File: config.mk
export PLATFORM = sky130hd
export DESIGN_NAME = tank_move_arbiter_flat
export DESIGN_NICKNAME = d
export VERILOG_FILES = /design/src/rtl/tank_move_arbiter_if.sv /design/src/rtl/tank_move_arbiter.sv /design/src/flat_wrapper.sv
export SDC_FILE = /design/constraint.sdc
export NUM_CORES = 1
export LEC_CHECK = 0
export ABC_AREA = 1
export BUFFER_PORTS_ARGS = -buffer_cell sky130_fd_sc_hd__buf_2
export CAP_MARGIN = 20
export CORE_ASPECT_RATIO = 0.6
export CORE_MARGIN = 4
export CORE_UTILIZATION = 30
export DETAILED_ROUTE_END_ITERATION = 16
export PLACE_DENSITY_LB_ADDON = 0.05
export RECOVER_POWER = 50
export SYNTH_ARGS = -nofsm -noshare
export SYNTH_HDL_FRONTEND = slang
export SYNTH_SLANG_ARGS = --single-unit
File: constraint.sdc
create_clock -name frame_clk -period 2.7 [get_ports frame_clk]
set_input_delay 0 -clock frame_clk [delete_from_list [all_inputs] [get_ports frame_clk]]
set_output_delay 0 -clock frame_clk [all_outputs]
set_load 0.005 [all_outputs]
File: src/rtl/tank_move_arbiter_if.sv
`default_nettype none
// ============================================================================
// Module   : tank_move_arbiter_if
// Purpose  : Bundles the move-round handshake, the map RAM read port and the
//            tank position outputs of the shared tank move scheduler.
// Revision : 1.0  initial release
// ============================================================================
interface tank_move_arbiter_if;
  logic       move_tick;
  logic [2:0] dir0;
  logic [2:0] dir1;
  logic       map_rd;
  logic [8:0] map_addr;
  logic [7:0] map_data;
  logic [4:0] tank0_x;
  logic [3:0] tank0_y;
  logic [4:0] tank1_x;
  logic [3:0] tank1_y;
  logic [1:0] moved;
  logic       busy;
  logic       done;

  // Scheduler side: consumes requests and RAM data, owns positions.
  modport slave (
    input  move_tick, dir0, dir1, map_data,
    output map_rd, map_addr, tank0_x, tank0_y, tank1_x, tank1_y,
           moved, busy, done
  );

  // Game-logic / RAM side: issues requests and answers map reads.
  modport master (
    output move_tick, dir0, dir1, map_data,
    input  map_rd, map_addr, tank0_x, tank0_y, tank1_x, tank1_y,
           moved, busy, done
  );
endinterface
`default_nettype wire

File: src/rtl/tank_move_arbiter.sv
`default_nettype none
// ============================================================================
// Module   : tank_move_arbiter
// Purpose  : Shared move scheduler for both tanks on the tile map. Per round
//            it reads both target tiles from the single-port map RAM, then
//            resolves walls, map bounds and tank-vs-tank conflicts with a
//            round-robin priority that flips only on a same-tile conflict.
// Options  : TANK_ARB_STATS_EN adds saturating blocked/conflict counters.
// Revision : 1.0  initial release
// ============================================================================
module tank_move_arbiter #(
  parameter int MAP_W = 20,
  parameter int MAP_H = 15,
  parameter int T0_X  = 1,
  parameter int T0_Y  = 13,
  parameter int T1_X  = 18,
  parameter int T1_Y  = 1
) (
  input  logic               frame_clk,
  input  logic               Reset,
  tank_move_arbiter_if.slave bus
`ifdef TANK_ARB_STATS_EN
  ,
  output logic [15:0]        blocked_cnt,
  output logic [15:0]        conflict_cnt
`endif
);

  typedef enum logic [1:0] {
    S_IDLE    = 2'd0,
    S_RD0     = 2'd1,
    S_RD1     = 2'd2,
    S_RESOLVE = 2'd3
  } state_t;

  // Resolved request of one tank: mv = a real direction was given,
  // inb = the neighbouring tile exists on the map.
  typedef struct packed {
    logic       mv;
    logic       inb;
    logic [4:0] x;
    logic [3:0] y;
  } tgt_t;

  localparam logic [4:0] c_t0_x   = 5'(T0_X);
  localparam logic [3:0] c_t0_y   = 4'(T0_Y);
  localparam logic [4:0] c_t1_x   = 5'(T1_X);
  localparam logic [3:0] c_t1_y   = 4'(T1_Y);
  localparam logic [4:0] c_last_x = 5'(MAP_W - 1);
  localparam logic [3:0] c_last_y = 4'(MAP_H - 1);
  localparam logic [8:0] c_map_w  = 9'(MAP_W);

  // Neighbour tile for a direction code; an off-map step keeps the own tile
  // and clears inb so that no RAM read is issued for it.
  function automatic tgt_t f_target(input logic [2:0] dir,
                                    input logic [4:0] x,
                                    input logic [3:0] y);
    tgt_t t;
    t.mv  = 1'b1;
    t.inb = 1'b1;
    t.x   = x;
    t.y   = y;
    case (dir)
      3'd1: if (y == 4'd0)     t.inb = 1'b0; else t.y = y - 4'd1;
      3'd2: if (y == c_last_y) t.inb = 1'b0; else t.y = y + 4'd1;
      3'd3: if (x == 5'd0)     t.inb = 1'b0; else t.x = x - 5'd1;
      3'd4: if (x == c_last_x) t.inb = 1'b0; else t.x = x + 5'd1;
      default: begin
        t.mv  = 1'b0;
        t.inb = 1'b0;
      end
    endcase
    return t;
  endfunction

  // Linear map address; zero whenever the slot performs no read.
  function automatic logic [8:0] f_addr(input tgt_t t);
    logic [8:0] a;
    a = 9'd0;
    if (t.mv && t.inb) a = (9'(t.y) * c_map_w) + 9'(t.x);
    return a;
  endfunction

  state_t     state_q, state_d;
  tgt_t       tgt0_q, tgt0_d;
  tgt_t       tgt1_q, tgt1_d;
  logic       wall0_q, wall0_d;
  logic       prio_q, prio_d;        // 0: tank 0 wins a same-tile conflict
  logic [4:0] tank0_x_q, tank0_x_d;
  logic [3:0] tank0_y_q, tank0_y_d;
  logic [4:0] tank1_x_q, tank1_x_d;
  logic [3:0] tank1_y_q, tank1_y_d;
  logic [1:0] moved_q, moved_d;
  logic       done_q, done_d;
  logic       map_rd_q, map_rd_d;
  logic [8:0] map_addr_q, map_addr_d;

  logic       wall1;
  logic       occ0, occ1;
  logic       ok_ab0, ok_ab1;
  logic       conflict;
  logic       win0, win1;

  // Move legality for the RESOLVE cycle; slot 1's wall bit is live RAM data.
  always_comb begin
    wall1    = |bus.map_data;
    occ0     = (tgt0_q.x == tank1_x_q) && (tgt0_q.y == tank1_y_q);
    occ1     = (tgt1_q.x == tank0_x_q) && (tgt1_q.y == tank0_y_q);
    ok_ab0   = tgt0_q.mv & tgt0_q.inb & ~wall0_q & ~occ0;
    ok_ab1   = tgt1_q.mv & tgt1_q.inb & ~wall1   & ~occ1;
    conflict = ok_ab0 & ok_ab1 &
               (tgt0_q.x == tgt1_q.x) & (tgt0_q.y == tgt1_q.y);
    win0     = ok_ab0 & ~(conflict &  prio_q);
    win1     = ok_ab1 & ~(conflict & ~prio_q);
  end

  // Round sequencer: next state, RAM read strobes and position updates.
  always_comb begin
    state_d    = state_q;
    tgt0_d     = tgt0_q;
    tgt1_d     = tgt1_q;
    wall0_d    = wall0_q;
    prio_d     = prio_q;
    tank0_x_d  = tank0_x_q;
    tank0_y_d  = tank0_y_q;
    tank1_x_d  = tank1_x_q;
    tank1_y_d  = tank1_y_q;
    moved_d    = moved_q;
    done_d     = 1'b0;
    map_rd_d   = 1'b0;
    map_addr_d = 9'd0;
    case (state_q)
      S_IDLE: begin
        if (bus.move_tick) begin
          tgt0_d     = f_target(bus.dir0, tank0_x_q, tank0_y_q);
          tgt1_d     = f_target(bus.dir1, tank1_x_q, tank1_y_q);
          map_rd_d   = tgt0_d.mv & tgt0_d.inb;
          map_addr_d = f_addr(tgt0_d);
          state_d    = S_RD0;
        end
      end
      S_RD0: begin
        map_rd_d   = tgt1_q.mv & tgt1_q.inb;
        map_addr_d = f_addr(tgt1_q);
        state_d    = S_RD1;
      end
      S_RD1: begin
        wall0_d = |bus.map_data;
        state_d = S_RESOLVE;
      end
      S_RESOLVE: begin
        if (win0) begin
          tank0_x_d = tgt0_q.x;
          tank0_y_d = tgt0_q.y;
        end
        if (win1) begin
          tank1_x_d = tgt1_q.x;
          tank1_y_d = tgt1_q.y;
        end
        if (conflict) prio_d = ~prio_q;
        moved_d = {win1, win0};
        done_d  = 1'b1;
        state_d = S_IDLE;
      end
      default: state_d = S_IDLE;
    endcase
  end

  // State and datapath registers; reset aborts any round in flight.
  always_ff @(posedge frame_clk) begin
    if (Reset) begin
      state_q    <= S_IDLE;
      tgt0_q     <= '0;
      tgt1_q     <= '0;
      wall0_q    <= 1'b0;
      prio_q     <= 1'b0;
      tank0_x_q  <= c_t0_x;
      tank0_y_q  <= c_t0_y;
      tank1_x_q  <= c_t1_x;
      tank1_y_q  <= c_t1_y;
      moved_q    <= 2'b00;
      done_q     <= 1'b0;
      map_rd_q   <= 1'b0;
      map_addr_q <= 9'd0;
    end else begin
      state_q    <= state_d;
      tgt0_q     <= tgt0_d;
      tgt1_q     <= tgt1_d;
      wall0_q    <= wall0_d;
      prio_q     <= prio_d;
      tank0_x_q  <= tank0_x_d;
      tank0_y_q  <= tank0_y_d;
      tank1_x_q  <= tank1_x_d;
      tank1_y_q  <= tank1_y_d;
      moved_q    <= moved_d;
      done_q     <= done_d;
      map_rd_q   <= map_rd_d;
      map_addr_q <= map_addr_d;
    end
  end

  assign bus.map_rd   = map_rd_q;
  assign bus.map_addr = map_addr_q;
  assign bus.tank0_x  = tank0_x_q;
  assign bus.tank0_y  = tank0_y_q;
  assign bus.tank1_x  = tank1_x_q;
  assign bus.tank1_y  = tank1_y_q;
  assign bus.moved    = moved_q;
  assign bus.busy     = (state_q != S_IDLE);
  assign bus.done     = done_q;

`ifdef TANK_ARB_STATS_EN
  logic [1:0]  blk_inc;
  logic [16:0] blk_sum;
  logic [16:0] cfl_sum;
  logic [15:0] blocked_cnt_q, blocked_cnt_d;
  logic [15:0] conflict_cnt_q, conflict_cnt_d;

  // Saturating statistics: a/b-rule refusals and same-tile conflicts.
  always_comb begin
    blk_inc        = 2'(tgt0_q.mv & ~ok_ab0) + 2'(tgt1_q.mv & ~ok_ab1);
    blk_sum        = {1'b0, blocked_cnt_q} + 17'(blk_inc);
    cfl_sum        = {1'b0, conflict_cnt_q} + 17'(conflict);
    blocked_cnt_d  = blocked_cnt_q;
    conflict_cnt_d = conflict_cnt_q;
    if (state_q == S_RESOLVE) begin
      blocked_cnt_d  = blk_sum[16] ? 16'hFFFF : blk_sum[15:0];
      conflict_cnt_d = cfl_sum[16] ? 16'hFFFF : cfl_sum[15:0];
    end
  end

  // Counter registers, cleared with the rest of the scheduler.
  always_ff @(posedge frame_clk) begin
    if (Reset) begin
      blocked_cnt_q  <= 16'd0;
      conflict_cnt_q <= 16'd0;
    end else begin
      blocked_cnt_q  <= blocked_cnt_d;
      conflict_cnt_q <= conflict_cnt_d;
    end
  end

  assign blocked_cnt  = blocked_cnt_q;
  assign conflict_cnt = conflict_cnt_q;
`else
  // Statistics hardware not built; scheduling behaviour is unchanged.
`endif

endmodule
`default_nettype wire

File: src/flat_wrapper.sv
// flat-port wrapper written by rule: the top's interface ports become plain ports
module tank_move_arbiter_flat 
#(
  parameter int MAP_W = 20,
  parameter int MAP_H = 15,
  parameter int T0_X  = 1,
  parameter int T0_Y  = 13,
  parameter int T1_X  = 18,
  parameter int T1_Y  = 1
)
  (frame_clk, Reset, bus_move_tick, bus_dir0, bus_dir1, bus_map_data, bus_map_rd, bus_map_addr, bus_tank0_x, bus_tank0_y, bus_tank1_x, bus_tank1_y, bus_moved, bus_busy, bus_done);
  tank_move_arbiter_if bus_i ();
  input  logic frame_clk;
  input  logic Reset;
  input wire logic [$bits(bus_i.move_tick)-1:0] bus_move_tick;
  input wire logic [$bits(bus_i.dir0)-1:0] bus_dir0;
  input wire logic [$bits(bus_i.dir1)-1:0] bus_dir1;
  input wire logic [$bits(bus_i.map_data)-1:0] bus_map_data;
  output wire logic [$bits(bus_i.map_rd)-1:0] bus_map_rd;
  output wire logic [$bits(bus_i.map_addr)-1:0] bus_map_addr;
  output wire logic [$bits(bus_i.tank0_x)-1:0] bus_tank0_x;
  output wire logic [$bits(bus_i.tank0_y)-1:0] bus_tank0_y;
  output wire logic [$bits(bus_i.tank1_x)-1:0] bus_tank1_x;
  output wire logic [$bits(bus_i.tank1_y)-1:0] bus_tank1_y;
  output wire logic [$bits(bus_i.moved)-1:0] bus_moved;
  output wire logic [$bits(bus_i.busy)-1:0] bus_busy;
  output wire logic [$bits(bus_i.done)-1:0] bus_done;
  assign bus_i.move_tick = bus_move_tick;
  assign bus_i.dir0 = bus_dir0;
  assign bus_i.dir1 = bus_dir1;
  assign bus_i.map_data = bus_map_data;
  assign bus_map_rd = bus_i.map_rd;
  assign bus_map_addr = bus_i.map_addr;
  assign bus_tank0_x = bus_i.tank0_x;
  assign bus_tank0_y = bus_i.tank0_y;
  assign bus_tank1_x = bus_i.tank1_x;
  assign bus_tank1_y = bus_i.tank1_y;
  assign bus_moved = bus_i.moved;
  assign bus_busy = bus_i.busy;
  assign bus_done = bus_i.done;
  tank_move_arbiter #(.MAP_W(MAP_W), .MAP_H(MAP_H), .T0_X(T0_X), .T0_Y(T0_Y), .T1_X(T1_X), .T1_Y(T1_Y)) u_core (.frame_clk(frame_clk), .Reset(Reset), .bus(bus_i));
endmodule
==> results of run 1 <==
## layout by cell type, fill, tap and decap left out, types with 8 or more instances in the layout
master                      synthesis  layout
sky130_fd_sc_hd__buf_4              0      49
sky130_fd_sc_hd__clkbuf_16          0       9
sky130_fd_sc_hd__inv_1             76      71
sky130_fd_sc_hd__xnor2_1           15      15
sky130_fd_sc_hd__nand3_1           59      58
sky130_fd_sc_hd__a21oi_1           36      34
sky130_fd_sc_hd__nor2_2             8      13
sky130_fd_sc_hd__ha_1              28      21
sky130_fd_sc_hd__inv_2              8      11
sky130_fd_sc_hd__xor2_1            13      12
sky130_fd_sc_hd__nand4_1            8       8
sky130_fd_sc_hd__o21ai_0           33      31
sky130_fd_sc_hd__dfxtp_1           57      51
sky130_fd_sc_hd__nand2_2            7      11
sky130_fd_sc_hd__nor2_1            61      56
sky130_fd_sc_hd__buf_2              5      42
sky130_fd_sc_hd__nand2_1          117     112
## area by class of cell
type / instances / area share (%)
flip-flops and latches: 57 / 21.8
clock buffers: 10 / 4.52
well taps: 170 / 4.02
multi-input cells: 439 / 50.7
inverters: 85 / 6.13
clock inverters: 6 / 1.25
repair buffers: 99 / 11.6
## through the flow
stage | total power (uW) | hold WS [ns] | cell area, um^2 | instances
after global routing | 3410 | 0.0393 | 5290 | 866
after global placement | 2010 | 0.314 | 4770 | 842
final | 3190 | 0.0316 | 5290 | 866
after floorplan | 1690 | 0.192 | 4100 | 599
after detailed placement | 2010 | 0.307 | 4770 | 842
after CTS | 3210 | 0.0150 | 5130 | 861
## worst register-to-register path: cells and delay by family, from the launching register on
family / cells / cell delay [ns]
AO/OA/AOI/OAI: 2 / 0.19
XOR/XNOR: 1 / 0.25
adder cells (fa/ha/maj): 4 / 0.99
buffers and inverters: 3 / 0.15
flip-flops: 1 / 0.36
AND/OR/NAND/NOR: 7 / 0.62
## power by group through the flow
stage	clock, uW	combinational, uW	sequential, uW
finish	1170	931	1090
global route	1230	1070	1110
CTS	1200	922	1090
detailed placement	0	907	1110
global placement	0	906	1110
floorplan	0	623	1070
## path summary, 6_finish.rpt
check,start,endpoint,slack [ns],cells after the start
setup / recovery,u_core.bus.tank0_y[1]$_SDFFE_PP0P_,u_core.bus.map_addr[8]$_SDFF_PP0_,0.02,17
hold / removal,bus_map_data[4],u_core.wall0_q$_SDFFE_PP0P_,0.03,5
setup reg to reg,u_core.bus.tank0_y[1]$_SDFFE_PP0P_,u_core.bus.map_addr[8]$_SDFF_PP0_,0.02,17
hold reg to reg,u_core.tgt0_q[9]$_SDFFE_PP0P_,u_core.tgt0_q[9]$_SDFFE_PP0P_,0.47,2
## layer usage
metal / track usage [%] / up-vias / share of wire, %
met4: 2.00 / 0 / 0.44
met2: 23.7 / 83 / 39
met5: 0 / - / 0
li1: - / 2132 / -
met1: 27.7 / 1892 / 56
met3: 4.14 / 10 / 4.4
## state kept, by name, indices dropped and copies added, names as in the netlist
register and cells:
u_core.tgt0_q 11, u_core.tgt1_q 11, u_core.bus.map_addr 9, u_core.bus.tank0_x 5, u_core.bus.tank1_x 5, u_core.bus.tank0_y 4, u_core.bus.tank1_y 4, u_core.bus.moved 2
u_core.state_q 2, u_core.bus.done 1, u_core.bus.map_rd 1, u_core.prio_q 1, u_core.wall0_q 1
## logic make-up after synthesis
group	after synthesis	share of synthesized area, %
and+or+nand+nor	282	31.9
muxes	1	0.275
adders and majority gates	32	10.5
AOI/OAI and AO/OA	96	13.2
DFF	57	27.9
xor gates and xnor gates	28	5.99
buffers and inverters	103	10.3
## timing repair
| item | CTS | global route |
|---|---|---|
| pin swaps | 8 | 13 |
| hold buffers | 1 | 0 |
| endpoints found under the setup margin | 3 | 4 |
| setup buffers | 2 | 5 |
| resized for setup | 14 | 31 |
| hold endpoints to repair | 2 | 0 |
==> implementation parameters, run 1 <==
Parameter                              Value

Worst setup path
  Startpoint class of the critical path    flop
  Data arrival time at the worst-slack endpoint    roughly 2.9 ns
  Cell with the largest stage delay on the worst path    sky130_fd_sc_hd__fa_2
  CP required    roughly 2.9 ns
  Maximum fanout along the worst path    3
  Maximum single-stage delay on the critical path    ~0.49 ns
  Kind of end point of the critical path    flop
  Crit path top cell by count    sky130_fd_sc_hd__nand2_1
  Buffers plus inverters on the worst setup path    3
  Crit path kind    flop to flop
  Critical path cell sequence    inv_4 -> ha_4 -> nand2_4 -> o21ai_2 -> nand2_1 -> nand2_2 -> xor2_4 -> ha_4 -> ha_2 -> inv_2 -> fa_2 -> nor2_2 -> nand4_1 -> nand2_1 -> inv_1 -> nand2_1 -> a21oi_2
  Gate family responsible for the most delay along the worst path    adder cells

Logic synthesis
  Post-synth EDFFs    0
  Proportion of synthesized chip area in sequential cells    between 20% and 30%
  Ranking of synthesized cells by instance count    sky130_fd_sc_hd__nand2_1 (117), sky130_fd_sc_hd__inv_1 (76), sky130_fd_sc_hd__nor2_1 (61)
  Mapped Avg Cell Area    roughly 6.8 um^2
  Netlist area before placement    roughly 4100 um^2
  Synthesized instance count    approximately 600
  Synthesized Nets    between 600 and 700
  Cell with the most instances after synthesis    sky130_fd_sc_hd__nand2_1
  Synth cell types    46
  Warning count from the yosys run    0
  Number of synthesized register bits    57
  Async set-or-reset flop fraction in the synthesized netlist    0%
  Cell taking the most area after synthesis    sky130_fd_sc_hd__dfxtp_1
  Most used flip-flop cell after synthesis    sky130_fd_sc_hd__dfxtp_1
  Top-area cell type share of the netlist area    about 28%
  Top cells by area in the synthesized netlist    sky130_fd_sc_hd__dfxtp_1 (28%), sky130_fd_sc_hd__nand2_1 (11%), sky130_fd_sc_hd__ha_1 (8.6%)

Drt
  Total routed wirelength    roughly 14 mm
  DR DRC count    0
  Average vias per placed instance    about 4.8
  Drt first pass iters    4
  Number of vias in the routed layout    a little over 4000
  Initial DRC Count    roughly 210
  Number of antenna-violating nets in the routed design    0
  Routed length per instance    about 16 um

Finish
  Ant. Diodes    0
  Utilization after layout    40.4%
  Footprint of the multi-input gates    2680 um^2
  Area of all sequential standard cells    1150 um^2
  Fill cells    around 1400
  Area growth from synthesis to layout    29.2%
  Number of nets in the finished design    740
  Share of post-route cells with drive strength above 1    about 27%

Timing
  Transition time at the pin with the least slew margin    between 0.8 and 0.9 ns
  RSZ-0062 raised after global routing    yes
  Setup clock skew after layout    around 0.0093 ns
  Number of setup violations in the final report    0
  Hold violation total from the final report    0
  Final TNS setup    0 ns
  Headroom to the max-slew limit    a little over two fifths
  Crit path setup slack, layout    between 0.02 and 0.025 ns
  Slew Viols, Final    0
  Post-route minimum period    approximately 2.7 ns
  Fraction of the cycle the final worst path needs    99.1%
  Max frequency    between 300 and 400 MHz

Place
  Post-Place Setup Slack    -0.159 ns
  Half-perimeter wire length of the detailed placement result    10.4 mm
  PortBufs    48
  RD Place Congestion    approximately 0.9

Floorplan
  Initial Util    between 30% and 40%
  CORE AREA    about 13000 um^2
  Top Ports    49
  Die area    approximately 16000 um^2
  Die height    98.5 um
  Die W    159 um
  Standard-cell row count    32

Clock network
  TritonCTS clock tree    done
  CTS Root Buffer Type    sky130_fd_sc_hd__clkbuf_16
  # H-tree levels    3
  Clock input transition at the sequential cells of the worst setup and hold paths    about 0.06 ns
  Clk Latency, worst-skew pair    0.33 ns
  CTS Buffer Depth    2
  Clock net sink count    57
  Number of buffers created by CTS    9

Power and ir drop
  Power Dens Cells    approximately 600 nW/um^2
  Cell leakage power    0.00252 uW
  Cell Int Power    between 2000 and 2500 uW
  Combinational share of power    about 29%
  Relative contribution of sequential cells to total power    34.2%
  Sw Ratio    a little over a third
  Max VDD drop    roughly 330 uV
  Clock group share of total power    a little over a third
  Switching power    roughly 1100 uW

Global routing
  Maximum number of pins on one net before global-route repair    27
  Final global-route overflow total    0
  Via count of the first global-routing pass    3936
  Global-route usage over all layers    17.3%
  Initial antenna violation count    0
  Global-route wire length before repair    roughly 22 mm

Min path
  Min-delay worst type    primary input to flop

Job
  Number of maximum-capacitance constraint violations    0

Status
  Run status    completed
Power figures use the tool's default switching activity.
==> run 2: changes to the inputs <==
- ABC_AREA: 1 -> 0
- GPL_ROUTABILITY_DRIVEN: not set -> 0
==> implementation parameters, run 2 <==
Parameter                              Value

Logic synthesis
  Async set-or-reset flop fraction in the synthesized netlist    0%
  Warning count from the yosys run    0
  Cell with the most instances after synthesis    sky130_fd_sc_hd__dfxtp_1
  Netlist area before placement    around 4300 um^2
  Number of synthesized register bits    57
  Top cells by area in the synthesized netlist    sky130_fd_sc_hd__dfxtp_1 (27%), sky130_fd_sc_hd__ha_1 (8.2%), sky130_fd_sc_hd__xnor2_1 (5.1%)
  Post-synth EDFFs    0
  Synth cell types    70
  Most used flip-flop cell after synthesis    sky130_fd_sc_hd__dfxtp_1
  Proportion of synthesized chip area in sequential cells    about a quarter
  Mapped Avg Cell Area    8.35 um^2
  Synthesized Nets    ~560
  Cell taking the most area after synthesis    sky130_fd_sc_hd__dfxtp_1
  Synthesized instance count    around 510
  Ranking of synthesized cells by instance count    sky130_fd_sc_hd__dfxtp_1 (57), sky130_fd_sc_hd__nor2_1 (42), sky130_fd_sc_hd__nand2_1 (40)
  Top-area cell type share of the netlist area    a little over a quarter

Power and ir drop
  Clock group share of total power    between 40% and 50%
  Cell leakage power    0.00236 uW
  Relative contribution of sequential cells to total power    32.0%
  Combinational share of power    25.4%
  Max VDD drop    289 uV
  Switching power    between 1000 and 1500 uW
  Cell Int Power    about 2300 uW
  Sw Ratio    31.2%
  Power Dens Cells    roughly 580 nW/um^2

Worst setup path
  CP required    between 2 and 3 ns
  Buffers plus inverters on the worst setup path    3
  RR Endpoint    u_core.bus.map_addr[7]$_SDFF_PP0_
  Crit path top cell by count    sky130_fd_sc_hd__ha_4
  Register-to-register path setup slack    -0.42 ns
  Launch point of the worst reg-to-reg path    u_core.bus.tank0_y[1]$_SDFFE_PP0P_
  Gate family responsible for the most delay along the worst path    adder cells
  Cell with the largest stage delay on the worst path    sky130_fd_sc_hd__fa_1
  Crit path capture    u_core.bus.map_addr[7]$_SDFF_PP0_
  Startpoint class of the critical path    flop
  Crit path kind    flop to flop
  Cell count of the worst reg-to-reg path    16
  Data arrival time at the worst-slack endpoint    3.34 ns
  Critical path cell sequence    inv_4 -> ha_4 -> or3b_4 -> nand2_4 -> o21ai_2 -> a31oi_2 -> inv_2 -> ha_4 -> ha_4 -> inv_2 -> fa_1 -> and3b_1 -> a31oi_1 -> xor2_1 -> xnor2_1 -> o21ai_1
  Number of cells on the critical path    16
  Maximum fanout along the worst path    4
  Crit path from    u_core.bus.tank0_y[1]$_SDFFE_PP0P_
  Maximum single-stage delay on the critical path    0.53 ns
  Kind of end point of the critical path    flop

Global routing
  Global-route usage over all layers    roughly 17%
  Global-route wire length before repair    between 20 and 25 mm
  Maximum number of pins on one net before global-route repair    66
  Initial antenna violation count    0
  Final global-route overflow total    0
  Via count of the first global-routing pass    between 3000 and 4000

Floorplan
  Die height    about 100 um
  Die area    about 16000 um^2
  Die W    about 160 um
  Initial Util    between 30% and 40%
  Top Ports    approximately 50
  CORE AREA    13800 um^2
  Standard-cell row count    33

Finish
  Share of post-route cells with drive strength above 1    ~29%
  Area of all sequential standard cells    approximately 1100 um^2
  Number of nets in the finished design    670
  Utilization after layout    approximately 41%
  Footprint of the multi-input gates    approximately 3000 um^2
  Area growth from synthesis to layout    33.9%
  Fill cells    approximately 1400
  Most frequent standard cell in the layout excluding fill and tap cells    sky130_fd_sc_hd__buf_4
  Non-filler instance count after layout    about 820
  Ant. Diodes    0
  Highest-count cells in the layout ignoring fill and taps    sky130_fd_sc_hd__buf_4 (77), sky130_fd_sc_hd__dfxtp_1 (54), sky130_fd_sc_hd__buf_2 (43)
  Post-route standard cell area excluding fillers    between 5000 and 6000 um^2

Drt
  Number of vias in the routed layout    between 4000 and 5000
  Average vias per placed instance    slightly below 5
  Routed length per instance    between 15 and 20 um
  Total routed wirelength    13.1 mm
  Initial DRC Count    259
  DR DRC count    0
  Drt first pass iters    5
  Number of antenna-violating nets in the routed design    0

Timing
  Number of setup violations in the final report    4
  Fraction of the cycle the final worst path needs    115%
  Hold violation total from the final report    0
  Setup clock skew after layout    ~0.0085 ns
  Crit path setup slack, layout    -0.417 ns
  Slew Viols, Final    0
  Final TNS setup    -1.26 ns
  RSZ-0062 raised after global routing    yes
  Post-route minimum period    between 3 and 4 ns
  Headroom to the max-slew limit    between 50% and 60%
  Transition time at the pin with the least slew margin    a little under 0.7 ns
  Max frequency    roughly 320 MHz

Place
  PortBufs    48
  Half-perimeter wire length of the detailed placement result    about 10 mm
  Number of cells in the design after placement    around 800
  Dpl cell area    just over 5000 um^2

Clock network
  Clock input transition at the sequential cells of the worst setup and hold paths    around 0.06 ns
  CTS Buffer Depth    2
  Clk Latency, worst-skew pair    around 0.33 ns
  TritonCTS clock tree    done
  Number of buffers created by CTS    9
  CTS Root Buffer Type    sky130_fd_sc_hd__clkbuf_16
  Clock net sink count    57
  # H-tree levels    3

Min path
  Min-delay worst type    primary input to flop

Status
  Violations in the final reports    negative setup slack
  Run status    finished with violations

Job
  Number of maximum-capacitance constraint violations    0
run 2: cell families (layout without fill, tap and decap cells):
group | count (synthesis) | in the layout | synth area share [%]
compound gates | 118 | 118 | 20.1
buf+inv | 60 | 174 | 6.24
fa+ha+maj | 32 | 32 | 10.1
mux | 20 | 20 | 4.69
simple gates | 184 | 184 | 23.7
flops | 57 | 57 | 26.7
xor+xnor | 41 | 41 | 8.40
run 2: area by class of cell:
class	instances	share of cell area, %
clock buffers	9	3.94
clock inverters	7	2.49
inverters	27	1.86
multi-input cells	395	52.1
flip-flops and latches	57	20.1
well taps	192	4.20
repair buffers	131	15.4
run 2: stage by stage:
step	setup slack (ns)	hold WS (ns)	power (uW)
final	-0.417	0.0953	3320
after global routing	-0.598	0.134	3530
after CTS	-0.446	0.0797	3360
after detailed placement	-0.473	0.354	1910
after global placement	-0.439	0.334	1910
after floorplan	-0.555	0.177	1610
run 2: power groups by stage:
stage	Combinational [uW]	Sequential (uW)	Clock, uW
final	843	1060	1420
after global routing	957	1080	1490
after CTS	839	1070	1450
after detailed placement	829	1080	0
after global placement	826	1080	0
after floorplan	566	1040	0
run 2: worst min-delay path by stage:
stage	startpoint	cells after the start	end
CTS	bus_map_data[6]	3	u_core.wall0_q$_SDFFE_PP0P_
floorplan	bus_move_tick	2	u_core.state_q[1]$_SDFFE_PP0P_
global route	bus_map_data[4]	3	u_core.wall0_q$_SDFFE_PP0P_
finish	bus_map_data[6]	3	u_core.wall0_q$_SDFFE_PP0P_
detailed placement	bus_move_tick	3	u_core.state_q[1]$_SDFFE_PP0P_
global placement	bus_move_tick	3	u_core.state_q[1]$_SDFFE_PP0P_
run 2: repair_timing:
item,4_1_cts,5_1_grt
gates resized for setup,3,21
setup buffers,1,10
hold endpoints to repair,1,0
endpoints found under the setup margin,5,5
pin swaps,4,18
hold buffers,1,0
run 2: routing by layer:
layer / vias to the layer above / track usage (%) / share of wire (%)
met3: 10 / 3.69 / 4.2
met1: 1907 / 25.6 / 55
met2: 89 / 23.5 / 40
met5: - / 0 / 0
li1: 2041 / - / -
met4: 0 / 3.96 / 0.83
run 2: tightest hold or removal path: cells and delay by family:
kind                   cells  cell delay [ns]
buffers and inverters      1             0.07
and+or+nand+nor            1             0.06
AOI/OAI and AO/OA          1             0.23
==> run 3: changes to the inputs <==
- CORE_UTILIZATION: 30 -> 33
==> implementation parameters, run 3 (synthesis results as in run 2) <==
Parameter                              Value

Clock network
  Clock net sink count    57
  Clk Latency, worst-skew pair    about 0.33 ns
  # H-tree levels    3
  Clock input transition at the sequential cells of the worst setup and hold paths    0.06 ns
  TritonCTS clock tree    done
  CTS Root Buffer Type    sky130_fd_sc_hd__clkbuf_16
  CTS Buffer Depth    2
  Number of buffers created by CTS    9

Finish
  Number of nets in the finished design    between 600 and 700
  Area growth from synthesis to layout    31.4%
  Ant. Diodes    0
  Most frequent standard cell in the layout excluding fill and tap cells    sky130_fd_sc_hd__buf_4
  Share of post-route cells with drive strength above 1    a little over a quarter
  Highest-count cells in the layout ignoring fill and taps    sky130_fd_sc_hd__buf_4 (57), sky130_fd_sc_hd__dfxtp_1 (55), sky130_fd_sc_hd__nor2_1 (42)
  Non-filler instance count after layout    between 700 and 800

Global routing
  Initial antenna violation count    0
  Final global-route overflow total    0
  Busiest metal layer after global routing    met1
  Global-route usage over all layers    approximately 18%
  Maximum number of pins on one net before global-route repair    66
  Global-route wire length before repair    20.8 mm
  M2 GR Usage    between 20 and 30%
  Via count of the first global-routing pass    3814
  Met1 track demand over resource    between 20% and 30%
  Met3 track utilization from global routing    slightly above 4%

Worst setup path
  Data arrival time at the worst-slack endpoint    3.38 ns
  Cell count of the worst reg-to-reg path    14
  Launch point of the worst reg-to-reg path    u_core.bus.tank0_y[0]$_SDFFE_PP1P_
  CP required    approximately 2.9 ns
  Crit path from    u_core.bus.tank0_y[0]$_SDFFE_PP1P_
  Kind of end point of the critical path    flop
  Maximum fanout along the worst path    3
  Startpoint class of the critical path    flop
  Register-to-register path setup slack    -0.46 ns
  Crit path kind    flop to flop

Drt
  Number of antenna-violating nets in the routed design    0
  DR DRC count    0
  Number of vias in the routed layout    between 4000 and 5000
  Drt first pass iters    5
  Average vias per placed instance    between 5 and 6
  Routed length per instance    roughly 17 um
  Initial DRC Count    between 300 and 400
  Total routed wirelength    ~13 mm

Place
  Half-perimeter wire length of the detailed placement result    just under 10 mm
  PortBufs    48
  Number of cells in the design after placement    around 760

Power and ir drop
  Cell leakage power    ~0.0023 uW
  Power Dens Cells    ~570 nW/um^2
  Max VDD drop    291 uV

Timing
  Transition time at the pin with the least slew margin    between 0.7 and 0.8 ns
  Headroom to the max-slew limit    between 40 and 50%
  Worst hold slack    around 0.08 ns
  Post-route minimum period    ~3.2 ns
  Setup clock skew after layout    0.00871 ns
  Fraction of the cycle the final worst path needs    117%
  Max frequency    between 300 and 400 MHz
  Slew Viols, Final    0
  Crit path setup slack, layout    -0.457 ns
  Hold violation total from the final report    0
  RSZ-0062 raised after global routing    yes
  Number of setup violations in the final report    4

Floorplan
  Standard-cell row count    31
  CORE AREA    12400 um^2
  Die height    slightly below 100 um
  Die area    14900 um^2
  Top Ports    between 40 and 50
  Die W    approximately 150 um
  Initial Util    roughly a third

Min path
  Worst hold start    bus_map_data[6]
  Count of cells along the worst hold path    3
  Min-delay worst type    primary input to flop

Job
  Number of maximum-capacitance constraint violations    0

Status
  Violations in the final reports    negative setup slack
  Run status    finished with violations
==> run 3: final timing paths <==
kind	end
setup / recovery	u_core.bus.map_addr[7]$_SDFF_PP0_
hold / removal	u_core.wall0_q$_SDFFE_PP0P_
hold reg to reg	u_core.tgt0_q[10]$_SDFFE_PP0P_
setup reg to reg	u_core.bus.map_addr[7]$_SDFF_PP0_
==> run 3: final cells by class <==
class | count | area, um^2
clock buffer | 9 | 225
timing repair buffer | 126 | 802
clock inverter | 7 | 103
sequential | 57 | 1140
inverter | 27 | 104
multi-input combinational | 395 | 3030
fill | 1270 | 6760
tap | 165 | 206
==> run 3: power by group <==
part / switching, uW / total (uW) / internal, uW
sequential: 126 / 1060 / 934
combinational: 500 / 862 / 363
clock: 445 / 1260 / 817
total: 1070 / 3180 / 2110
==> run 3: worst max-delay path, cell delays in order, from the launching register on <==
cell	delay (ns)
sky130_fd_sc_hd__dfxtp_2	0.33
sky130_fd_sc_hd__inv_4	0.06
sky130_fd_sc_hd__ha_4	0.12
sky130_fd_sc_hd__or3b_4	0.39
sky130_fd_sc_hd__a22oi_2	0.27
sky130_fd_sc_hd__xnor2_2	0.17
sky130_fd_sc_hd__ha_2	0.23
sky130_fd_sc_hd__ha_4	0.14
sky130_fd_sc_hd__inv_2	0.04
sky130_fd_sc_hd__fa_1	0.58
sky130_fd_sc_hd__and3b_1	0.20
sky130_fd_sc_hd__a31oi_2	0.15
sky130_fd_sc_hd__xor2_1	0.18
sky130_fd_sc_hd__xnor2_1	0.13
sky130_fd_sc_hd__o21ai_1	0.07
==> run 3: through the flow <==
step | utilization [%] | instance area (um^2) | setup WS (ns) | total power, uW | setup TNS [ns]
3_3_place_gp | 41.1 | 5080 | -0.429 | 1900 | -1.08
6_report | 45.4 | 5610 | -0.457 | 3180 | -1.41
4_1_cts | 44.8 | 5540 | -0.434 | 3190 | -1.25
5_1_grt | 45.4 | 5610 | -0.595 | 3370 | -2.16
3_5_place_dp | 41.1 | 5080 | -0.521 | 1900 | -1.41
2_1_floorplan | - | 4320 | -0.555 | 1610 | -1.30
==> run 3: per-layer routing <==
metal / share of wire, % / vias up / routed length, um
li1: - / 2037 / -
met1: 55 / 1912 / 7190
met2: 40 / 96 / 5220
met3: 4.6 / 10 / 595
met4: 0.55 / 0 / 72
met5: 0 / - / 0
==> run 3: what timing repair did <==
item / in CTS / in global routing
hold buffers: 1 / 0
endpoints found under the hold margin: 2 / 0
setup endpoints to repair: 5 / 6
resized for setup: 9 / 19
pin swaps: 17 / 18
setup buffers: 12 / 5
